$ cat src/rtl/axis_uart_pkg.sv
// Shared definitions for the UART receive-path blocks: deframer states,
// start-of-frame marker, output beat payload and timeout derivation.
package axis_uart_pkg;

    localparam logic [7:0] UART_SOF = 8'hA5;

    typedef enum logic [1:0] {
        HUNT    = 2'd0,
        LEN_S   = 2'd1,
        PAYLOAD = 2'd2,
        CHK     = 2'd3
    } deframer_state_e;

    typedef struct packed {
        logic       user;
        logic       last;
        logic [7:0] data;
    } axis_beat_t;

    // Idle gap in clock cycles equal to 'bytes' UART characters of 10 bits each.
    function automatic int unsigned timeout_cycles(input int unsigned clk_freq,
                                                   input int unsigned baud_rate,
                                                   input int unsigned bytes);
        return (bytes * 10 * clk_freq) / baud_rate;
    endfunction

endpackage

$ cat src/rtl/axis_uart_deframer.sv
// Extracts SOF/LEN/payload/CHK frames from a UART byte stream and forwards the
// payload as an AXI-Stream packet, flagging checksum errors and stalls on tuser.
module axis_uart_deframer
    import axis_uart_pkg::*;
#(
    parameter int unsigned CLK_FREQ      = 27_000_000,
    parameter int unsigned BAUD_RATE     = 115_200,
    parameter int unsigned MAX_LEN       = 255,
    parameter int unsigned TIMEOUT_BYTES = 2
) (
    input  logic       clk_i,
    input  logic       arst_i,
    input  logic [7:0] s_axis_tdata,
    input  logic       s_axis_tvalid,
    output logic       s_axis_tready,
    output logic [7:0] m_axis_tdata,
    output logic       m_axis_tvalid,
    input  logic       m_axis_tready,
    output logic       m_axis_tlast,
    output logic       m_axis_tuser,
    output logic       frame_ok_o,
    output logic       frame_err_o
);

    localparam int unsigned TIMEOUT_CYCLES = timeout_cycles(CLK_FREQ, BAUD_RATE, TIMEOUT_BYTES);
    localparam int unsigned TO_W           = $clog2(TIMEOUT_CYCLES + 1);

    deframer_state_e state;
    axis_beat_t      beat;
    logic [7:0]      remaining;
    logic [7:0]      acc;
    logic [7:0]      hold_data;
    logic            hold_valid;
    logic [TO_W-1:0] to_cnt;
    logic            aborting;

    logic out_free;
    logic timeout_hit;
    logic accept;
    logic len_bad;
    logic chk_bad;

    assign m_axis_tdata = beat.data;
    assign m_axis_tlast = beat.last;
    assign m_axis_tuser = beat.user;

    assign out_free    = !m_axis_tvalid || m_axis_tready;
    assign timeout_hit = (state != HUNT) && !aborting && (to_cnt == TO_W'(TIMEOUT_CYCLES));
    assign accept      = s_axis_tvalid && s_axis_tready;
    assign len_bad     = (s_axis_tdata == 8'd0) || ({1'b0, s_axis_tdata} > 9'(MAX_LEN));
    assign chk_bad     = (acc ^ s_axis_tdata) != 8'd0;

    // Payload states only take a byte when the output register can absorb the held one.
    always_comb begin
        s_axis_tready = 1'b0;
        if (!arst_i && !timeout_hit) begin
            case (state)
                HUNT, LEN_S:  s_axis_tready = 1'b1;
                PAYLOAD, CHK: s_axis_tready = out_free && !aborting;
                default:      s_axis_tready = 1'b0;
            endcase
        end
    end

    always_ff @(posedge clk_i or posedge arst_i) begin
        if (arst_i) begin
            state         <= HUNT;
            beat          <= '0;
            m_axis_tvalid <= 1'b0;
            remaining     <= '0;
            acc           <= '0;
            hold_data     <= '0;
            hold_valid    <= 1'b0;
            to_cnt        <= '0;
            aborting      <= 1'b0;
            frame_ok_o    <= 1'b0;
            frame_err_o   <= 1'b0;
        end else begin
            frame_ok_o  <= 1'b0;
            frame_err_o <= 1'b0;

            if (m_axis_tvalid && m_axis_tready) begin
                m_axis_tvalid <= 1'b0;
            end

            // Inter-byte idle counter; frozen once the abort is pending.
            if (state == HUNT || accept) begin
                to_cnt <= '0;
            end else if (!s_axis_tvalid && !aborting && !timeout_hit) begin
                to_cnt <= to_cnt + TO_W'(1);
            end

            if (timeout_hit) begin
                frame_err_o <= 1'b1;
                if (!hold_valid) begin
                    state <= HUNT;
                end else if (out_free) begin
                    beat          <= '{user: 1'b1, last: 1'b1, data: hold_data};
                    m_axis_tvalid <= 1'b1;
                    hold_valid    <= 1'b0;
                    state         <= HUNT;
                end else begin
                    aborting <= 1'b1;
                end
            end else if (aborting) begin
                if (out_free) begin
                    beat          <= '{user: 1'b1, last: 1'b1, data: hold_data};
                    m_axis_tvalid <= 1'b1;
                    hold_valid    <= 1'b0;
                    aborting      <= 1'b0;
                    state         <= HUNT;
                end
            end else if (accept) begin
                case (state)
                    HUNT: begin
                        if (s_axis_tdata == UART_SOF) begin
                            state <= LEN_S;
                        end
                    end
                    LEN_S: begin
                        if (len_bad) begin
                            frame_err_o <= 1'b1;
                            state       <= HUNT;
                        end else begin
                            remaining <= s_axis_tdata;
                            acc       <= s_axis_tdata;
                            state     <= PAYLOAD;
                        end
                    end
                    PAYLOAD: begin
                        acc <= acc ^ s_axis_tdata;
                        if (hold_valid) begin
                            beat          <= '{user: 1'b0, last: 1'b0, data: hold_data};
                            m_axis_tvalid <= 1'b1;
                        end
                        hold_data  <= s_axis_tdata;
                        hold_valid <= 1'b1;
                        remaining  <= remaining - 8'd1;
                        if (remaining == 8'd1) begin
                            state <= CHK;
                        end
                    end
                    CHK: begin
                        beat          <= '{user: chk_bad, last: 1'b1, data: hold_data};
                        m_axis_tvalid <= 1'b1;
                        frame_ok_o    <= !chk_bad;
                        frame_err_o   <= chk_bad;
                        hold_valid    <= 1'b0;
                        state         <= HUNT;
                    end
                    default: state <= HUNT;
                endcase
            end
        end
    end

endmodule

$ cat config.mk
export PLATFORM = sky130hd
export DESIGN_NAME = axis_uart_deframer
export DESIGN_NICKNAME = d
export VERILOG_FILES = /design/src/rtl/axis_uart_pkg.sv /design/src/rtl/axis_uart_deframer.sv
export SDC_FILE = /design/constraint.sdc
export NUM_CORES = 1
export LEC_CHECK = 0
export BUFFER_PORTS_ARGS = -buffer_cell sky130_fd_sc_hd__buf_2
export CORE_UTILIZATION = 40
export DETAILED_ROUTE_END_ITERATION = 10
export PLACE_DENSITY = 0.64
export SYNTH_ARGS = -nofsm -noshare
export SYNTH_HDL_FRONTEND = slang
export SYNTH_SLANG_ARGS = --single-unit
$ cat constraint.sdc
create_clock -name clk_i -period 2.5 [get_ports clk_i]
set_input_delay 0.375 -clock clk_i [delete_from_list [all_inputs] [get_ports clk_i]]
set_output_delay 0.375 -clock clk_i [all_outputs]
set_load 0.1 [all_outputs]
==> results of run 1 <==
[worst reg2reg max path, cell delays in order, from the launching register on]
cell,delay [ns]
dfrtp_1,0.42
ha_1,0.23
and4b_1,0.23
nand4_1,0.15
mux2_2,0.38
o21ai_4,0.31
mux2_2,0.38
[area by class of cell]
| class | instances | area (um2) | area share [%] |
|---|---|---|---|
| inverters | 8 | 30.0 | 0.928 |
| flip-flops and latches | 54 | 1350 | 41.8 |
| clock buffers | 5 | 68.8 | 2.13 |
| well taps | 96 | 120 | 3.71 |
| repair buffers | 36 | 235 | 7.27 |
| clock inverters | 2 | 15.0 | 0.464 |
| multi-input cells | 198 | 1410 | 43.7 |
[per-layer routing]
layer  track usage [%]  vias to the layer above  routed length [um]
met5                 0                        -                   0
met4              4.70                        0                  68
met3              2.86                       10                 176
met1              24.8                     1111                3060
met2              27.8                       35                2920
li1                  -                     1059                   -
[Yosys cell counts, drive strengths merged, types with 3 or more instances]
cell    instances
dfrtp          54
nor2           30
a21oi          18
mux2           17
o21ai          16
nand4          13
xnor2          12
nand2           9
a311oi          8
buf             8
inv             8
xor2            8
clkbuf          5
nand3           5
nor3b           5
nor4            5
a22oi           4
and4b           4
nor2b           4
o22ai           4
and3            3
ha              3
[path summary, 6_finish.rpt]
path	start	endpoint	slack, ns	cells after the start
max reg2reg	to_cnt[0]	m_axis_tdata[6]	0.29	6
max	to_cnt[0]	s_axis_tready	0.16	6
min	arst_i	to_cnt[2]	0.1	2
min in group clk_i	s_axis_tdata[4]	acc[4]	0.36	2
max in group asynchronous	arst_i	hold_data[7]	1.86	3
min reg2reg	m_axis_tdata[5]	m_axis_tdata[5]	0.51	1
[logic make-up after synthesis]
kind of cell | Yosys count | synth area share (%)
adders and majority gates | 3 | 1.32
and+or+nand+nor | 92 | 18.8
DFF | 54 | 47.5
xor gates and xnor gates | 20 | 6.16
buffers and inverters | 21 | 3.21
AOI/OAI and AO/OA | 65 | 15.9
muxes | 18 | 7.08
[cells in the final DEF, fill, tap and decap left out, types with 3 or more instances in the layout]
| cell | count |
|---|---|
| nand4_1 | 13 |
| a311oi_1 | 8 |
| o22ai_1 | 4 |
| nor4_1 | 5 |
| and3_1 | 3 |
| xor2_1 | 8 |
| and4b_1 | 4 |
| nand2_1 | 9 |
| nor2b_1 | 4 |
| dfrtp_1 | 54 |
| nand3_1 | 5 |
| o21ai_0 | 15 |
| mux2_2 | 17 |
| ha_1 | 3 |
| nor2_1 | 29 |
| inv_1 | 7 |
| a22oi_1 | 4 |
| buf_2 | 24 |
| a21oi_1 | 18 |
| nor3b_1 | 5 |
| buf_4 | 10 |
| xnor2_1 | 12 |
| clkbuf_8 | 5 |
[through the flow]
stage	hold slack [ns]	instances	util (%)
2_1_floorplan	0.477	273	-
3_3_place_gp	0.447	392	46.1
3_5_place_dp	0.449	392	46.1
4_1_cts	0.108	399	47.3
5_1_grt	0.119	399	47.3
6_report	0.0958	399	47.3
[flip-flops by register name, summed over array words and instances (netlist names), named ones only]
register / count
to_cnt: 13
acc: 8
hold_data: 8
m_axis_tdata: 8
remaining: 8
aborting: 1
frame_err_o: 1
frame_ok_o: 1
hold_valid: 1
m_axis_tlast: 1
m_axis_tuser: 1
m_axis_tvalid: 1
state: 1
[report_power, final]
group / total [W] / switching (W) / internal (W) / leakage [nW]
combinational: 0.000296 / 0.000175 / 0.000121 / 0.659
sequential: 0.00102 / 0.0000729 / 0.000944 / 0.732
clock: 0.000476 / 0.000284 / 0.000192 / 0.0362
==> flow_summary.yaml, run 1 <==
clock_network:
  cts_tree: "built"
  clockBufferDepth: 2
  cts_num_sinks: 54
  cts-resized-gates: 0
  path_clk_slew_ns: 0.10
  cts_setup_buffers: 0
  htreeDepth: 2
  cts_inserted_buffers: 5
  holdBufCountCts: 0
  clock_latency_ns: 0.31
  cts-root-buf: "clkbuf_8"
floorplanning:
  fp.dieW_um: 86.3
  rows: 30
  initial_core_util_pct: 41.6
  io_pins: 26
  die_y_um: 86.3
  core_area_um2: 6830
  dieArea_um2: 7450
yosys:
  yosysWarnings: 0
  synth_edf_count: 0
  synth_area_um2: 2840
  synth_cell_types: 49
  ys.flop_type: "dfrtp_1"
  ys_seq_elements: 54
  async_flop_share_pct: 100
  ys_seq_area_share_pct: 47.5
  syn_nets: 288
  yosys.area.top_type: "dfrtp_1"
  synth_top_area_share_pct: 47.5
  synthCells: 273
  synth_area_leaders: "dfrtp_1 (48%), mux2_2 (6.7%), nor2_1 (3.8%), xnor2_1 (3.7%), a21oi_1 (3.2%)"
  avgSynthCellArea_um2: 10.4
grt:
  antenna_found_initial: 0
  grt_max_degree: 37
  grt_pass1_vias: 2093
  grt_pass1_wl_um: 10200
  grtUsageTotal_pct: 17.5
  overflow: 0
setup_path:
  cpLargestDelayFamily: "simple AND/OR/NAND/NOR gates"
  cp.required_ns: 2.12
  cpMaxStageDelayCell: "dfrtp_1"
  critPathLaunchType: "flop"
  criticalPathCategory: "reg -> out"
  crit_chain: "ha_1, and4b_1, nand4_1, nor2_1, a211oi_4, buf_12"
  slowest_delay_ns: 0.39
  endpoint_kind: "output port"
  worst_ep_arrival_time_ns: 1.96
  critPathMaxFanout: 4
  critPathBufInv: 1
detailed_routing:
  firstDrtPassIters: 4
  routed_wl_um: 6220
  viasPerCell: 5.55
  ant_nets: 0
  vias: 2215
  wl_per_cell_um: 15.6
  drtIter0Drc: 136
  drcViolationCount: 0
sta:
  fin_ws_ns: 0.164
  period_share_pct: 93.4
  hold_viol_final: 0
  slew_headroom_pct: 59.6
  slew_viol_final: 0
  fmax_mhz: 428
  finClkSkew_ns: 0.00903
  setup_viol: 0
  period_needed_ns: 2.34
  setup_tns_ns: 0
  worst_pin_slew_ns: 0.604
  rsz0062_at_grt: "no"
finish:
  syn_to_final_growth_pct: 13.7
  drive_above_1_share_pct: 24.1
  antennaDiodeCount: 0
  final_nets: 318
  post-route-cell-area_um2: 3230
  n_fill_cell: 651
power_and_ir_drop:
  power_density_nw_per_um2: 553
  p_leak_nw: 1.43
  fin_total_pwr_w: 0.00179
  max-vdd-ir-drop_uv: 299
outcome:
  status: "finished clean"
place:
  dp_hpwl_um: 4450
  io_buffers: 25
  place_area_um2: 3150
  pre_cts_ws_ns: 0.317
  gp_congestion: 0.809
job:
  max_cap_viol_count: 0
hold_path:
  holdCritPathClass: "in -> async"
Power figures use the tool's default switching activity.
==> run 2, diff against run 1 <==
--- a/config.mk
+++ b/config.mk
@@ -9,6 +9,7 @@
 export CORE_UTILIZATION = 40
 export DETAILED_ROUTE_END_ITERATION = 10
 export PLACE_DENSITY = 0.64
+export RECOVER_POWER = 100
 export SYNTH_ARGS = -nofsm -noshare
 export SYNTH_HDL_FRONTEND = slang
 export SYNTH_SLANG_ARGS = --single-unit
==> run 2 against run 1 <==
Routed wire length grew 0.84%. Setup slack lost 0.0044 ns. Clock power is essentially flat. Sequential share of layout area grew 0.79 points. Sequential cell count is the same. Sequential power is essentially flat. Worst hold slack gained 0.14 ns. Total power shrank 0.52%. Final area shrank 1.9%. Die area is the same. Non-clock buffer count is the same.
==> flow_summary.yaml, run 2 (synthesis gave the netlist of run 1 again) <==
clock_network:
  cts-resized-gates: 0
  clockBufferDepth: 2
  cts_setup_buffers: 0
  path_clk_slew_ns: 0.10
  holdBufCountCts: 0
  cts_tree: "built"
  htreeDepth: 2
  cts_inserted_buffers: 5
  cts_num_sinks: 54
  cts-root-buf: "clkbuf_8"
  clock_latency_ns: 0.31
sta:
  setup_viol: 0
  worst_pin_slew_ns: 1.17
  setup_tns_ns: 0
  finClkSkew_ns: 0.00975
  slew_viol_final: 0
  hold_viol_final: 0
  slew_headroom_pct: 22.3
  period_needed_ns: 2.34
  fin_ws_ns: 0.160
  fmax_mhz: 427
  rsz0062_at_grt: "no"
  period_share_pct: 93.6
floorplanning:
  io_pins: 26
  core_area_um2: 6830
  rows: 30
  initial_core_util_pct: 41.6
  fp.dieW_um: 86.3
  dieArea_um2: 7450
  die_y_um: 86.3
detailed_routing:
  drtIter0Drc: 134
  ant_nets: 0
  wl_per_cell_um: 15.7
  drcViolationCount: 0
  routed_wl_um: 6270
  viasPerCell: 5.54
  firstDrtPassIters: 4
  vias: 2212
grt:
  grt_max_degree: 37
  grt_pass1_vias: 2093
  antenna_found_initial: 0
  grt_pass1_wl_um: 10200
  grtUsageTotal_pct: 17.5
  overflow: 0
finish:
  syn_to_final_growth_pct: 11.6
  final_common_cell: "dfrtp_1"
  antennaDiodeCount: 0
  n_fill_cell: 663
  largest_reg_flops: 13
  drive_above_1_share_pct: 17.5
  final_cell_mix: "dfrtp_1 (54), nor2_1 (29), a21oi_1 (18), clkbuf_1 (17), mux2_2 (16)"
  top_register: "to_cnt"
  final_nets: 318
place:
  pre_cts_ws_ns: 0.317
  gp_congestion: 0.809
  dp_hpwl_um: 4450
  io_buffers: 25
power_and_ir_drop:
  max-vdd-ir-drop_uv: 300
  power.switching_w: 0.000530
  power_density_nw_per_um2: 561
  intPower_w: 0.00125
  power_frac_seq_pct: 57.1
  p_clk_share_pct: 26.7
  p_leak_nw: 1.36
  fin_total_pwr_w: 0.00178
  p_sw_share_pct: 29.8
  combPwrFrac_pct: 16.2
setup_path:
  critPathMaxFanout: 4
  worst_ep_arrival_time_ns: 1.97
  criticalPathCategory: "reg -> out"
  endpoint_kind: "output port"
  cp.required_ns: 2.12
  critPathLaunchType: "flop"
hold_path:
  holdCritPathClass: "in -> async"
job:
  max_cap_viol_count: 0
outcome:
  status: "finished clean"
-- run 2: cell count changes in the layout (fill, tap and decap cells not counted), sizes merged --
cell / before / now
buf: 36 / 18
clkbuf: 5 / 23
-- run 2: critical path, stage by stage, from the launching register on --
cell and delay, ns:
dfrtp_1 0.39, ha_1 0.20, and4b_1 0.28, nand4_1 0.15, nor2_1 0.36, a211oi_4 0.08
buf_6 0.20
-- run 2: routing by layer --
| layer | vias to the layer above | track usage [%] | wire length, um | share of wire (%) |
|---|---|---|---|---|
| li1 | 1059 | - | - | - |
| met1 | 1118 | 24.8 | 3160 | 50 |
| met2 | 31 | 27.8 | 2930 | 47 |
| met3 | 4 | 2.86 | 152 | 2.4 |
| met4 | 0 | 4.70 | 36 | 0.57 |
| met5 | - | 0 | 0 | 0 |
-- run 2: stage by stage --
stage | util [%] | hold slack [ns] | instances | area (um2)
5_1_grt | 46.5 | 0.305 | 399 | 3170
6_report | 46.5 | 0.234 | 399 | 3170
3_5_place_dp | 46.1 | 0.449 | 392 | 3150
2_1_floorplan | - | 0.477 | 273 | 2860
3_3_place_gp | 46.1 | 0.447 | 392 | 3150
4_1_cts | 47.3 | 0.108 | 399 | 3230
-- run 2: worst paths after layout --
| kind | end | cells past startpoint | start | slack, ns |
|---|---|---|---|---|
| min in group clk_i | acc[4] | 2 | s_axis_tdata[4] | 0.37 |
| max | s_axis_tready | 6 | to_cnt[0] | 0.16 |
| max reg2reg | hold_data[7] | 6 | to_cnt[0] | 0.20 |
| min reg2reg | m_axis_tdata[5] | 1 | m_axis_tdata[5] | 0.51 |
| min | to_cnt[2] | 2 | arst_i | 0.23 |
| max in group asynchronous | m_axis_tdata[5] | 3 | arst_i | 0.90 |
-- run 2: cell type report --
type                       count  area [um2]  area share (%)
clock buffer                   5        68.8            2.17
clock inverter                 2        15.0           0.473
inverter                       8        30.0           0.946
multi-input combinational    198        1410            44.3
sequential                    54        1350            42.6
tap                           96         120            3.78
timing repair buffer          36         183            5.75
-- run 2: power groups by stage --
| stage | Clock [W] | Combinational (W) | Sequential [W] |
|---|---|---|---|
| 2_1_floorplan | 0 | 0.000195 | 0.00104 |
| 3_5_place_dp | 0 | 0.000298 | 0.00103 |
| 4_1_cts | 0.000488 | 0.000298 | 0.00102 |
| 3_3_place_gp | 0 | 0.000292 | 0.00103 |
| 5_1_grt | 0.000523 | 0.000323 | 0.00103 |
| 6_report | 0.000475 | 0.000288 | 0.00102 |
==> run 3, diff against run 2 <==
--- a/config.mk
+++ b/config.mk
@@ -5,9 +5,12 @@
 export SDC_FILE = /design/constraint.sdc
 export NUM_CORES = 1
 export LEC_CHECK = 0
+export ABC_AREA = 0
 export BUFFER_PORTS_ARGS = -buffer_cell sky130_fd_sc_hd__buf_2
+export CORE_ASPECT_RATIO = 0.7
 export CORE_UTILIZATION = 40
 export DETAILED_ROUTE_END_ITERATION = 10
+export GPL_TIMING_DRIVEN = 0
 export PLACE_DENSITY = 0.64
 export RECOVER_POWER = 100
 export SYNTH_ARGS = -nofsm -noshare
==> run 3 against run 2 <==
Register-to-register slack worse by 0.05 ns. Critical path type unchanged. Non-clock buffer count grew 4. Total power is 6.9% higher.
==> flow_summary.yaml, run 3 (synthesis gave the netlist of run 1 again) <==
sta:
  slew_viol_final: 0
  hold_viol_final: 0
  setup_tns_ns: 0
  period_share_pct: 94.6
  slew_headroom_pct: 22.4
  period_needed_ns: 2.37
  finClkSkew_ns: 0.00628
  fmax_mhz: 423
  worst_pin_slew_ns: 1.17
  rsz0062_at_grt: "no"
  setup_viol: 0
  fin_ws_ns: 0.135
finish:
  largest_reg_flops: 13
  final_common_cell: "dfrtp_1"
  antennaDiodeCount: 0
  top_register: "to_cnt"
  final_nets: 322
  register_area_um2: 1350
  syn_to_final_growth_pct: 13.3
  final_cell_mix: "dfrtp_1 (54), nor2_1 (28), clkbuf_1 (20), a21oi_1 (18), mux2_2 (16)"
  multi_input_area_um2: 1420
  n_fill_cell: 680
  drive_above_1_share_pct: 18.2
detailed_routing:
  vias: 2273
  drtIter0Drc: 131
  viasPerCell: 5.67
  ant_nets: 0
  routed_wl_um: 6220
  wl_per_cell_um: 15.5
  drcViolationCount: 0
  firstDrtPassIters: 5
clock_network:
  holdBufCountCts: 0
  clock_latency_ns: 0.30
  cts_num_sinks: 54
  htreeDepth: 2
  clockBufferDepth: 2
  cts-root-buf: "clkbuf_8"
  cts_tree: "built"
  cts_inserted_buffers: 5
  path_clk_slew_ns: 0.09
floorplanning:
  io_pins: 26
  rows: 25
  dieArea_um2: 7460
  fp.dieW_um: 103
  core_area_um2: 6820
  die_y_um: 72.5
  initial_core_util_pct: 41.7
hold_path:
  holdCritPathClass: "in -> async"
setup_path:
  endpoint_kind: "output port"
  critPathLaunchType: "flop"
  criticalPathCategory: "reg -> out"
  cp.required_ns: 2.12
  worst_ep_arrival_time_ns: 1.99
  cp-startpoint: "to_cnt[0]"
  rr_startpoint: "to_cnt[0]"
  critPathMaxFanout: 4
grt:
  antenna_found_initial: 0
  grt_max_degree: 35
  grt_pass1_wl_um: 10300
  overflow: 0
  grtUsageTotal_pct: 18.1
  grt_pass1_vias: 1995
place:
  dp_hpwl_um: 4490
  gp_congestion: 0.880
  pre_cts_ws_ns: 0.0862
  io_buffers: 24
job:
  max_cap_viol_count: 0
power_and_ir_drop:
  power_density_nw_per_um2: 590
  max-vdd-ir-drop_uv: 284
  p_leak_nw: 1.39
outcome:
  status: "finished clean"
run 3: changes by cell type in the layout (fill, tap and decap cells not counted), sizes merged:
| cell | previous run | this run |
|---|---|---|
| buf | 18 | 17 |
| clkbuf | 23 | 29 |
| clkinvlp | 2 | 0 |
| bufinv | 0 | 1 |
run 3: layer usage:
layer / part of all wire (%) / global-route usage (%)
met4: 0.84 / 4.69
met3: 7.2 / 3.76
met5: 0 / 0
met1: 54 / 30.3
met2: 38 / 22.8
run 3: layout make-up:
cell class	instances	share of cell area, %
well taps	94	3.65
clock buffers	6	2.56
clock inverters	1	0.932
flip-flops and latches	54	41.9
multi-input cells	198	43.9
plain buffers	13	1.90
inverters	8	0.932
repair buffers	27	4.15
run 3: timing repair:
action,4_1_cts,5_1_grt
endpoints found under the setup margin,0,19
hold endpoints to repair,0,0
gates resized for setup,0,3
buffers inserted,0,2
run 3: power by group:
part | internal, W | total (W) | switching, W
combinational | 0.000113 | 0.000288 | 0.000175
clock | 0.000321 | 0.000594 | 0.000273
sequential | 0.000944 | 0.00102 | 0.0000766
total | 0.00138 | 0.00190 | 0.000525
run 3: worst paths after layout:
kind                            cells after the start  slack, ns               to
worst max-delay path                                6       0.13    s_axis_tready
worst min-delay path                                2       0.30        to_cnt[1]
worst max register to register                      7       0.15     hold_data[6]
worst min register to register                      1       0.51  m_axis_tdata[0]
max in group asynchronous                           3       0.89           acc[4]
min in group clk_i                                  2       0.36           acc[6]
run 3: worst max-delay path, stage by stage, from the launching register on:
cell,delay (ns)
dfrtp_1,0.42
ha_1,0.25
and4b_1,0.23
nand4_1,0.16
nor2_2,0.09
a211oi_4,0.19
clkbuf_4,0.35
run 3: metrics by stage:
stage | area [um2] | util (%) | total power [W] | std cells | hold slack [ns]
after floorplan | 2860 | - | 0.00123 | 273 | 0.477
after global placement | 3090 | 45.4 | 0.00131 | 391 | 0.481
after detailed placement | 3110 | 45.7 | 0.00132 | 392 | 0.477
after CTS | 3230 | 47.3 | 0.00192 | 399 | 0.145
after global routing | 3220 | 47.3 | 0.00199 | 401 | 0.372
final | 3220 | 47.3 | 0.00190 | 401 | 0.297
